==> config.mk <==
export PLATFORM = sky130hd
export DESIGN_NAME = me_job_sequencer
export DESIGN_NICKNAME = d
export VERILOG_FILES = /design/src/rtl/me_job_sequencer.sv
export SDC_FILE = /design/constraint.sdc
export NUM_CORES = 1
export LEC_CHECK = 0
export ABC_AREA = 0
export BUFFER_PORTS_ARGS = -buffer_cell sky130_fd_sc_hd__buf_4
export CORE_ASPECT_RATIO = 2
export CORE_UTILIZATION = 40
export DETAILED_ROUTE_END_ITERATION = 8
export GPL_TIMING_DRIVEN = 0
export HOLD_SLACK_MARGIN = 0.15
export SLEW_MARGIN = 20
export SYNTH_ARGS = -nofsm -noshare
export SYNTH_HDL_FRONTEND = slang
export SYNTH_SLANG_ARGS = --single-unit
==> constraint.sdc <==
create_clock -name in_clk -period 4.1 [get_ports in_clk]
set_input_delay 0.82 -clock in_clk [delete_from_list [all_inputs] [get_ports in_clk]]
set_output_delay 0.82 -clock in_clk [all_outputs]
set_load 0.05 [all_outputs]
==> src/rtl/me_job_sequencer.sv <==
// Job sequencer for the motion-estimation core: loads the reference block and the search window,
// runs the core, and returns the minimum SAD (or a timeout marker) over a valid/ready result port.
module me_job_sequencer #(
  parameter int DATA_WIDTH      = 8,
  parameter int SW_MEMORY_DEPTH = 961,
  parameter int RB_MEMORY_DEPTH = 256,
  parameter int MAX_DATA_WIDTH  = 16,
  parameter int TIMEOUT_CYCLES  = 4096,
  localparam int RB_AW  = $clog2(RB_MEMORY_DEPTH),
  localparam int SW_AW  = $clog2(SW_MEMORY_DEPTH),
  localparam int CNT_W  = $clog2(((SW_MEMORY_DEPTH > RB_MEMORY_DEPTH) ? SW_MEMORY_DEPTH
                                                                        : RB_MEMORY_DEPTH) + 1),
  localparam int TO_W   = $clog2(TIMEOUT_CYCLES + 1)
) (
  input  logic                      in_clk,
  input  logic                      in_rst,
  input  logic                      in_start,
  input  logic                      in_abort,
  output logic                      out_busy,
  input  logic                      in_pix_valid,
  input  logic [DATA_WIDTH-1:0]     in_pix_data,
  output logic                      out_pix_ready,
  output logic                      out_rb_write_en,
  output logic [RB_AW-1:0]          out_rb_write_addr,
  output logic                      out_sw_write_en,
  output logic [SW_AW-1:0]          out_sw_write_addr,
  output logic [DATA_WIDTH-1:0]     out_write_data,
  output logic                      out_me_rst,
  output logic                      out_me_enable,
  input  logic                      in_me_done,
  input  logic [MAX_DATA_WIDTH-1:0] in_me_min_sad,
  output logic                      out_res_valid,
  input  logic                      in_res_ready,
  output logic [MAX_DATA_WIDTH-1:0] out_res_sad,
  output logic                      out_res_timeout
);

  typedef enum logic [2:0] {
    S_IDLE,
    S_LOAD_RB,
    S_LOAD_SW,
    S_CORE_RST,
    S_WAIT_DONE,
    S_RESULT
  } state_t;

  state_t            state, state_nxt;
  logic [CNT_W-1:0]  cnt, cnt_nxt;
  logic [TO_W-1:0]   tcnt, tcnt_nxt;
  logic              beat_p0;
  logic              capture_done, capture_timeout;

  logic                  rb_we_p1, sw_we_p1;
  logic [RB_AW-1:0]      rb_addr_p1;
  logic [SW_AW-1:0]      sw_addr_p1;
  logic [DATA_WIDTH-1:0] wdata_p1;

  assign out_pix_ready = (state == S_LOAD_RB) || (state == S_LOAD_SW);
  assign out_busy      = (state != S_IDLE);
  assign out_me_rst    = (state == S_CORE_RST);
  assign out_me_enable = (state == S_WAIT_DONE);
  assign out_res_valid = (state == S_RESULT);
  assign beat_p0       = in_pix_valid && out_pix_ready;

  // Abort only matters once a job is running, so a start/abort collision in IDLE starts the job.
  always_comb begin
    state_nxt       = state;
    cnt_nxt         = cnt;
    tcnt_nxt        = tcnt;
    capture_done    = 1'b0;
    capture_timeout = 1'b0;
    if (in_abort && (state != S_IDLE)) begin
      state_nxt = S_IDLE;
      cnt_nxt   = '0;
      tcnt_nxt  = '0;
    end else begin
      case (state)
        S_IDLE: begin
          if (in_start) begin
            state_nxt = S_LOAD_RB;
            cnt_nxt   = '0;
          end
        end
        S_LOAD_RB: begin
          if (beat_p0) begin
            if (cnt == CNT_W'(RB_MEMORY_DEPTH - 1)) begin
              state_nxt = S_LOAD_SW;
              cnt_nxt   = '0;
            end else begin
              cnt_nxt = cnt + 1'b1;
            end
          end
        end
        S_LOAD_SW: begin
          if (beat_p0) begin
            if (cnt == CNT_W'(SW_MEMORY_DEPTH - 1)) begin
              state_nxt = S_CORE_RST;
              cnt_nxt   = '0;
            end else begin
              cnt_nxt = cnt + 1'b1;
            end
          end
        end
        S_CORE_RST: begin
          state_nxt = S_WAIT_DONE;
          tcnt_nxt  = '0;
        end
        S_WAIT_DONE: begin
          if (in_me_done) begin
            state_nxt    = S_RESULT;
            capture_done = 1'b1;
          end else if (tcnt == TO_W'(TIMEOUT_CYCLES - 1)) begin
            state_nxt       = S_RESULT;
            capture_timeout = 1'b1;
          end else begin
            tcnt_nxt = tcnt + 1'b1;
          end
        end
        S_RESULT: begin
          if (in_res_ready) state_nxt = S_IDLE;
        end
        default: state_nxt = S_IDLE;
      endcase
    end
  end

  always_ff @(posedge in_clk) begin
    if (in_rst) begin
      state <= S_IDLE;
      cnt   <= '0;
      tcnt  <= '0;
    end else begin
      state <= state_nxt;
      cnt   <= cnt_nxt;
      tcnt  <= tcnt_nxt;
    end
  end

  // p0 -> p1: accepted beat becomes a memory write one cycle later; an aborted beat never writes.
  always_ff @(posedge in_clk) begin
    if (in_rst) begin
      rb_we_p1   <= 1'b0;
      sw_we_p1   <= 1'b0;
      rb_addr_p1 <= '0;
      sw_addr_p1 <= '0;
      wdata_p1   <= '0;
    end else begin
      rb_we_p1 <= beat_p0 && (state == S_LOAD_RB) && !in_abort;
      sw_we_p1 <= beat_p0 && (state == S_LOAD_SW) && !in_abort;
      if (beat_p0) begin
        rb_addr_p1 <= RB_AW'(cnt);
        sw_addr_p1 <= SW_AW'(cnt);
        wdata_p1   <= in_pix_data;
      end
    end
  end

  assign out_rb_write_en   = rb_we_p1;
  assign out_sw_write_en   = sw_we_p1;
  assign out_rb_write_addr = rb_addr_p1;
  assign out_sw_write_addr = sw_addr_p1;
  assign out_write_data    = wdata_p1;

  // Result is held until the consumer takes it; a timeout reports an all-ones SAD.
  always_ff @(posedge in_clk) begin
    if (in_rst) begin
      out_res_sad     <= '0;
      out_res_timeout <= 1'b0;
    end else if (capture_done) begin
      out_res_sad     <= in_me_min_sad;
      out_res_timeout <= 1'b0;
    end else if (capture_timeout) begin
      out_res_sad     <= '1;
      out_res_timeout <= 1'b1;
    end
  end

endmodule
==> results.md, run 1 <==
- Max frequency: 407.2 MHz
- Port Buffers: 80
- H-tree lvl count: 3
- Main synth FF type: dfxtp_1
- Row cnt: 43
- Clock transition at path regs: 0.05 ns
- Synth cell types: 60
- Tmin final: 2.456 ns
- Wire length per cell: 14.72 µm
- Worst slew margin: 52.25%
- Cells after synthesis: 325
- Vias after detailed routing: 2738
- Register Area: 1261 µm²
- Crit path max fanout: 5
- Die area: 7433 µm²
- Total gr overflow: 0
- Final Skew: 0.004025 ns
- Lkg Pwr: 1.552 nW
- Actual slew at the worst max-slew pin: 0.7163 ns
- Total power: 0.001993 W
- Number of global-route vias before repair: 2565
- Worst vdd ir: 294.2 µV
- Share of the synthesized area in the top cell type: 44.58%
- Drt drc: 0
- Pin count of the biggest net entering global routing: 11
- Setup-failing EPs final: 0
- RSZ-0062 raised after global routing: no
- Multi-input combinational cell area: 1411 µm²
- WP buf/inv: 1
- Max_cap viols: 0
- CTS buffer count: 9
- Post-Syn Nets: 359
- Post-route clock period utilization: 59.90%
- First-pass GRT wire length: 11.88 mm
- Worst Path Arrival: 1.64 ns
- Initial antenna violation count: 0
- # fillers: 681
- Critical path's top delay family: simple AND/OR/NAND/NOR gates
- Ant. Diodes: 0
- Reg-to-reg slack, setup: 1.84 ns
- Slowest CP cell: or3b_2
- Top cells by area, synth: dfxtp_1 45%, nand2_1 7.8%, o221a_2 6.4%, a21oi_1 6.0%, nand3_1 2.5%
- Crit Path Category: reg2out
- CTS tree: built
- CP Capture Type: output port
- Hold buffer count at CTS: 0
- Worst path cell trace: or3b_2 > nand2_1 > buf_4
- Post-synth EDFFs: 0
- Slew Limit Fails: 0
- TritonRoute pass-1 iters: 4
- Max stage delay on crit path: 0.54 ns
- Crit start category: register
- Synthesis Warnings: 0
- Netlist Area Pre-Place: 2829 µm²
- Yosys reg bits: 63
- Share of post-route cells with drive strength above 1: 33.49%
- WP data required: 3.28 ns
- Synth cell count leaders: 63 x dfxtp_1, 59 x nand2_1, 34 x a21oi_1, 17 x nor2_1, 16 x o221a_2
- Clock tree buffer depth: 2
- Die height: 120.9 µm
- Setup TNS: 0 ns
- Sink Count: 63
- Run status: finished, final reports clean
- Total global routing track utilization: 21.75%
- PD cells: 519.1 nW/µm²
- Most common cell in the netlist: dfxtp_1
- Vias per Instance: 5.358
- Hold violation count in the final report: 0
- Async set-reset flop share out of synthesis: 0%
- Setup bufs post-CTS: 0
- Initial drt markers: 128
- Post-DRT Antenna Nets: 0
- P&R area growth vs syn: 35.74%
- Clock insertion delay at the later pin of the skew report: 0.33 ns
- Syn_area_per_cell: 8.705 µm²
- Chip Width: 61.47 µm
- Post-DP HPWL: 5.645 mm
- Share of the yosys chip area belonging to registers: 44.58%
- WL final: 7.522 mm
- Core Area: 6887 µm²
- Post-synth top area cell: dfxtp_1
- IO Pins: 81
- Initial Util: 41.08%
- Gpl congestion: 0.8705
- Hold Path Class: reg2reg
- Resized cells post-CTS: 0
- Layout net count: 450
- CTS Root Cell: clkbuf_16
[final cells by class]
cell class              count  share of cell area (%)
repair buffers             80                   15.64
well taps                  90                   2.933
inverters                   6                  0.5865
clock inverters             4                   1.173
flip-flops and latches     63                   32.84
plain buffers              26                   3.649
clock buffers              12                   6.419
multi-input cells         230                   36.75
[tightest hold or removal path, delay by kind of cell (launching register included)]
kind               cells  cell delay, ns
and+or+nand+nor        1            0.05
AOI/OAI and AO/OA      1            0.05
DFF                    1            0.30
[flip-flops by register name (all words and copies together) (netlist names)]
| name | cells |
|---|---|
| cnt | 10 |
| out_rb_write_addr | 7 |
| out_rb_write_en | 1 |
| out_res_sad | 16 |
| out_res_timeout | 1 |
| out_sw_write_addr | 3 |
| out_sw_write_en | 1 |
| out_write_data | 8 |
| state | 3 |
| tcnt | 13 |
[routing by layer]
| layer | global-route usage, % | up-vias | share of wire, % |
|---|---|---|---|
| met2 | 38.18 | 73 | 55 |
| met3 | 5.437 | 20 | 4.1 |
| met5 | 0 | - | 0 |
| met1 | 22.19 | 1284 | 38 |
| li1 | - | 1361 | - |
| met4 | 12.08 | 0 | 3.0 |
[final timing paths]
check | start | end | depth (start not counted)
setup reg to reg | cnt[0] | state[1] | 6
setup / recovery | state[2] | out_pix_ready | 3
hold / removal | out_write_data[0] | out_write_data[0] | 2
hold reg to reg | out_write_data[0] | out_write_data[0] | 2
[metrics by stage]
stage               setup slack [ns]  hold slack [ns]  instances  cell area (µm²)  utilization (%)
floorplan                      1.329           0.4358        325             2829                -
global placement               1.756           0.4437        495             3542            51.44
detailed placement             1.697           0.4515        495             3542            51.44
CTS                            1.632           0.4590        511             3834            55.67
global route                   1.547           0.4772        511             3840            55.76
finish                         1.644           0.4564        511             3840            55.76
[cell families after synthesis]
logic type,Yosys count,synth area share (%)
compound gates,86,22.65
xor+xnor,5,1.548
fa+ha+maj,3,1.327
buf+inv,32,5.749
flops,63,44.58
mux,2,0.7519
simple gates,134,23.40
[where the power goes]
group	switching (W)	leakage (nW)	internal, W
sequential	0.0000208	0.508	0.000645
clock	0.000257	0.146	0.000483
combinational	0.000400	0.897	0.000188
total	0.000677	1.55	0.00132
[layout by cell type, fill, tap and decap left out, types with 3 or more instances in the layout]
cell type and n:
clkinv_2 3, nor3_1 5, clkbuf_1 12, ha_1 3, o31ai_1 5, or4_1 5, buf_4 89, a21oi_1 34
nand4_1 8, inv_1 4, buf_2 6, o221a_2 16, clkbuf_16 9, nand3_1 14, o21ai_0 7, and3_1 3
dfxtp_1 63, and2_1 3, xor2_1 3, nor2_1 17, nand2_1 59
Note: power is estimated with default switching activity, not from simulation.
==> inputs of run 2 (changes only) <==
--- a/config.mk
+++ b/config.mk
@@ -12,6 +12,7 @@
 export DETAILED_ROUTE_END_ITERATION = 8
 export GPL_TIMING_DRIVEN = 0
 export HOLD_SLACK_MARGIN = 0.15
+export PLACE_DENSITY = 0.67
 export SLEW_MARGIN = 20
 export SYNTH_ARGS = -nofsm -noshare
 export SYNTH_HDL_FRONTEND = slang
==> constraint.sdc (replaced) <==
create_clock -name in_clk -period 2.1 [get_ports in_clk]
set_input_delay 0.42 -clock in_clk [delete_from_list [all_inputs] [get_ports in_clk]]
set_output_delay 0.42 -clock in_clk [all_outputs]
set_load 0.05 [all_outputs]
==> run 2 against run 1 <==
- non-clock buffer count is the same
- worst hold slack got worse by 0.11 ns
- critical path depth rose by 4
- via count rose by 0.99%
- cell area increased by 2.8%
- sequential share of layout area decreased by 0.71 points
- largest cell class unchanged
- utilization up 1.6 points
- sequential cell count did not move
- count of clock-buffer cells in the layout increased by 1
==> results.md, run 2 (same netlist as run 1, synthesis figures left out) <==
- Run status: finished, final reports clean
- Chip Width: 61.47 µm (unchanged)
- Initial antenna violation count: 0 (unchanged)
- Die height: 120.9 µm (unchanged)
- Hold WS: 0.3434 ns (-0.1131 ns)
- Max reg flops: 16 (unchanged)
- Reg-to-reg endpoint: state[2]
- TritonRoute pass-1 iters: 5 (+1)
- CTS buffer count: 9 (unchanged)
- Cell total after placement: 495 (unchanged)
- Final Skew: 0.004025 ns (+0.0000005300 ns)
- Top reg by flops: out_res_sad
- Core Area: 6887 µm² (unchanged)
- Hold Path Sink: out_write_data[7]
- Clock power share: 34.2% (-2.9 points)
- CP Capture Type: register
- Hold buffer count at CTS: 0 (unchanged)
- Layout net count: 450 (unchanged)
- H-tree lvl count: 3 (unchanged)
- Share of post-route cells with drive strength above 1: 37.95% (+4.5 points)
- Row cnt: 43 (unchanged)
- Post-route cell area: 3948 µm² (+2.8%)
- Setup-failing EPs final: 0 (unchanged)
- Actual slew at the worst max-slew pin: 0.5463 ns (-0.1700 ns)
- Most common cell after layout, fill and taps aside: buf_4
- Initial Util: 41.08% (unchanged)
- Crit start category: register
- Max_cap viols: 0 (unchanged)
- IO Pins: 81 (unchanged)
- Sequential share of power: 33.9% (+0.5 points)
- Final non-filler cell total: 509 (-0.39%)
- First-pass GRT wire length: 12.04 mm (+1.3%)
- Number of global-route vias before repair: 2695 (+5.1%)
- Lkg Pwr: 1.562 nW (+0.63%)
- Wire length per cell: 14.88 µm (+1.1%)
- Length in cells of the worst reg-to-reg path: 7 (+1)
- CTS Root Cell: clkbuf_16
- Largest regs: out_res_sad x16, tcnt x13, cnt x10
- Post-DP HPWL: 5.538 mm (-1.9%)
- Crit Path Category: reg2reg
- Worst Path Arrival: 2.28 ns (+0.64 ns)
- Combinational power share: 31.9% (+2.4 points)
- Worst slew margin: 63.58% (+11 points)
- Net Switching: 0.001335 W (+97%)
- Vias after detailed routing: 2765 (+0.99%)
- CTS tree: built
- Pin count of the biggest net entering global routing: 11 (unchanged)
- Reg-to-reg slack, setup: 0.04 ns (-1.80 ns)
- Hold depth: 3 (+1)
- Clock insertion delay at the later pin of the skew report: 0.33 ns (about the same)
- Total gr overflow: 0 (unchanged)
- Slew Limit Fails: 0 (unchanged)
- Worst vdd ir: 649.0 µV (+120%)
- Total global routing track utilization: 21.97% (+0.22 points)
- Net Sw Frac: 34.40% (+0.42 points)
- Sink Count: 63 (unchanged)
- Initial drt markers: 130 (+1.6%)
- PD cells: 982.9 nW/µm² (+89%)
- Hold violation count in the final report: 0 (unchanged)
- Pint: 0.002546 W (+93%)
- Total power: 0.003880 W (+95%)
- Ant. Diodes: 0 (unchanged)
- Post-route clock period utilization: 98.03%
- Port Buffers: 80 (unchanged)
- Tmin final: 2.059 ns
- Vias per Instance: 5.432 (+1.4%)
- Post-DRT Antenna Nets: 0 (unchanged)
- Placed cell area: 3553 µm² (+0.32%)
- HP Start: in_pix_data[7]
- # fillers: 650 (-4.6%)
- WP data required: 2.32 ns (-0.96 ns)
- P&R area growth vs syn: 39.54%
- Hold Path Class: in2reg
- Clock tree buffer depth: 2 (unchanged)
- Clock transition at path regs: 0.05 ns (about the same)
- Most frequent cells in the layout: 91 x buf_4, 57 x nand2_1, 57 x dfxtp_1
- Die area: 7433 µm² (unchanged)
- Gpl congestion: 0.8636 (-0.79%)
- Drt drc: 0 (unchanged)
- WL final: 7.574 mm (+0.69%)
- RR Startpoint: tcnt[0]
- Crit path max fanout: 6 (+1)
- Max frequency: 485.8 MHz
==> run 2: cell type report <==
cell class | instances | area [µm²] | share of cell area, %
multi-input cells | 230 | 1510 | 38.26
flip-flops and latches | 63 | 1269 | 32.14
repair buffers | 83 | 630.6 | 15.97
clock buffers | 13 | 260.3 | 6.593
plain buffers | 23 | 137.6 | 3.487
well taps | 90 | 112.6 | 2.853
inverters | 6 | 22.52 | 0.5705
clock inverters | 1 | 5.005 | 0.1268
==> run 2: per-stage QoR <==
stage                     setup slack, ns  setup TNS (ns)  utilization, %
after floorplan                   0.03372               0               -
after global placement            -0.2345          -2.217           51.60
after detailed placement          -0.3447          -3.867           51.60
after CTS                        0.004324               0           56.16
after global routing             -0.03120        -0.04782           57.32
final                             0.04136               0           57.32
==> run 2: worst max path at each step <==
stage | slack, ns | start | cells past startpoint | to
6_report | 0.04 | tcnt[0] | 7 | state[2]
4_1_cts | 0.004 | state[2] | 5 | cnt[5]
3_3_place_gp | -0.23 | tcnt[0] | 6 | state[1]
2_1_floorplan | 0.03 | state[0] | 7 | out_rb_write_addr[2]
5_1_grt | -0.03 | tcnt[0] | 7 | state[2]
3_5_place_dp | -0.34 | tcnt[0] | 6 | state[1]
==> run 2: power groups by stage <==
stage	clock network [W]	registers, W	logic [W]
after floorplan	0	0.00145	0.000687
after detailed placement	0	0.00133	0.00114
final	0.00133	0.00132	0.00124
after global placement	0	0.00133	0.00113
after global routing	0.00141	0.00132	0.00133
after CTS	0.00136	0.00131	0.00118
==> run 2: routing by layer <==
layer | routed length, µm | global-route usage (%)
met5 | 0 | 0
met4 | 270 | 12.78
met2 | 4093 | 38.99
met1 | 2846 | 21.76
met3 | 363 | 5.437
==> run 2: worst max-delay path, stage by stage (launching register included) <==
cell	delay, ns
dfxtp_2	0.35
ha_2	0.20
nand4_1	0.15
or4_4	0.52
buf_6	0.16
a211oi_4	0.25
a21boi_1	0.09
o31a_1	0.23
==> run 2: what timing repair did <==
item / 4_1_cts / 5_1_grt
setup buffers: 1 / 2
gates resized for setup: 7 / 25
setup endpoints to repair: 22 / 41
pin swaps: 1 / 1
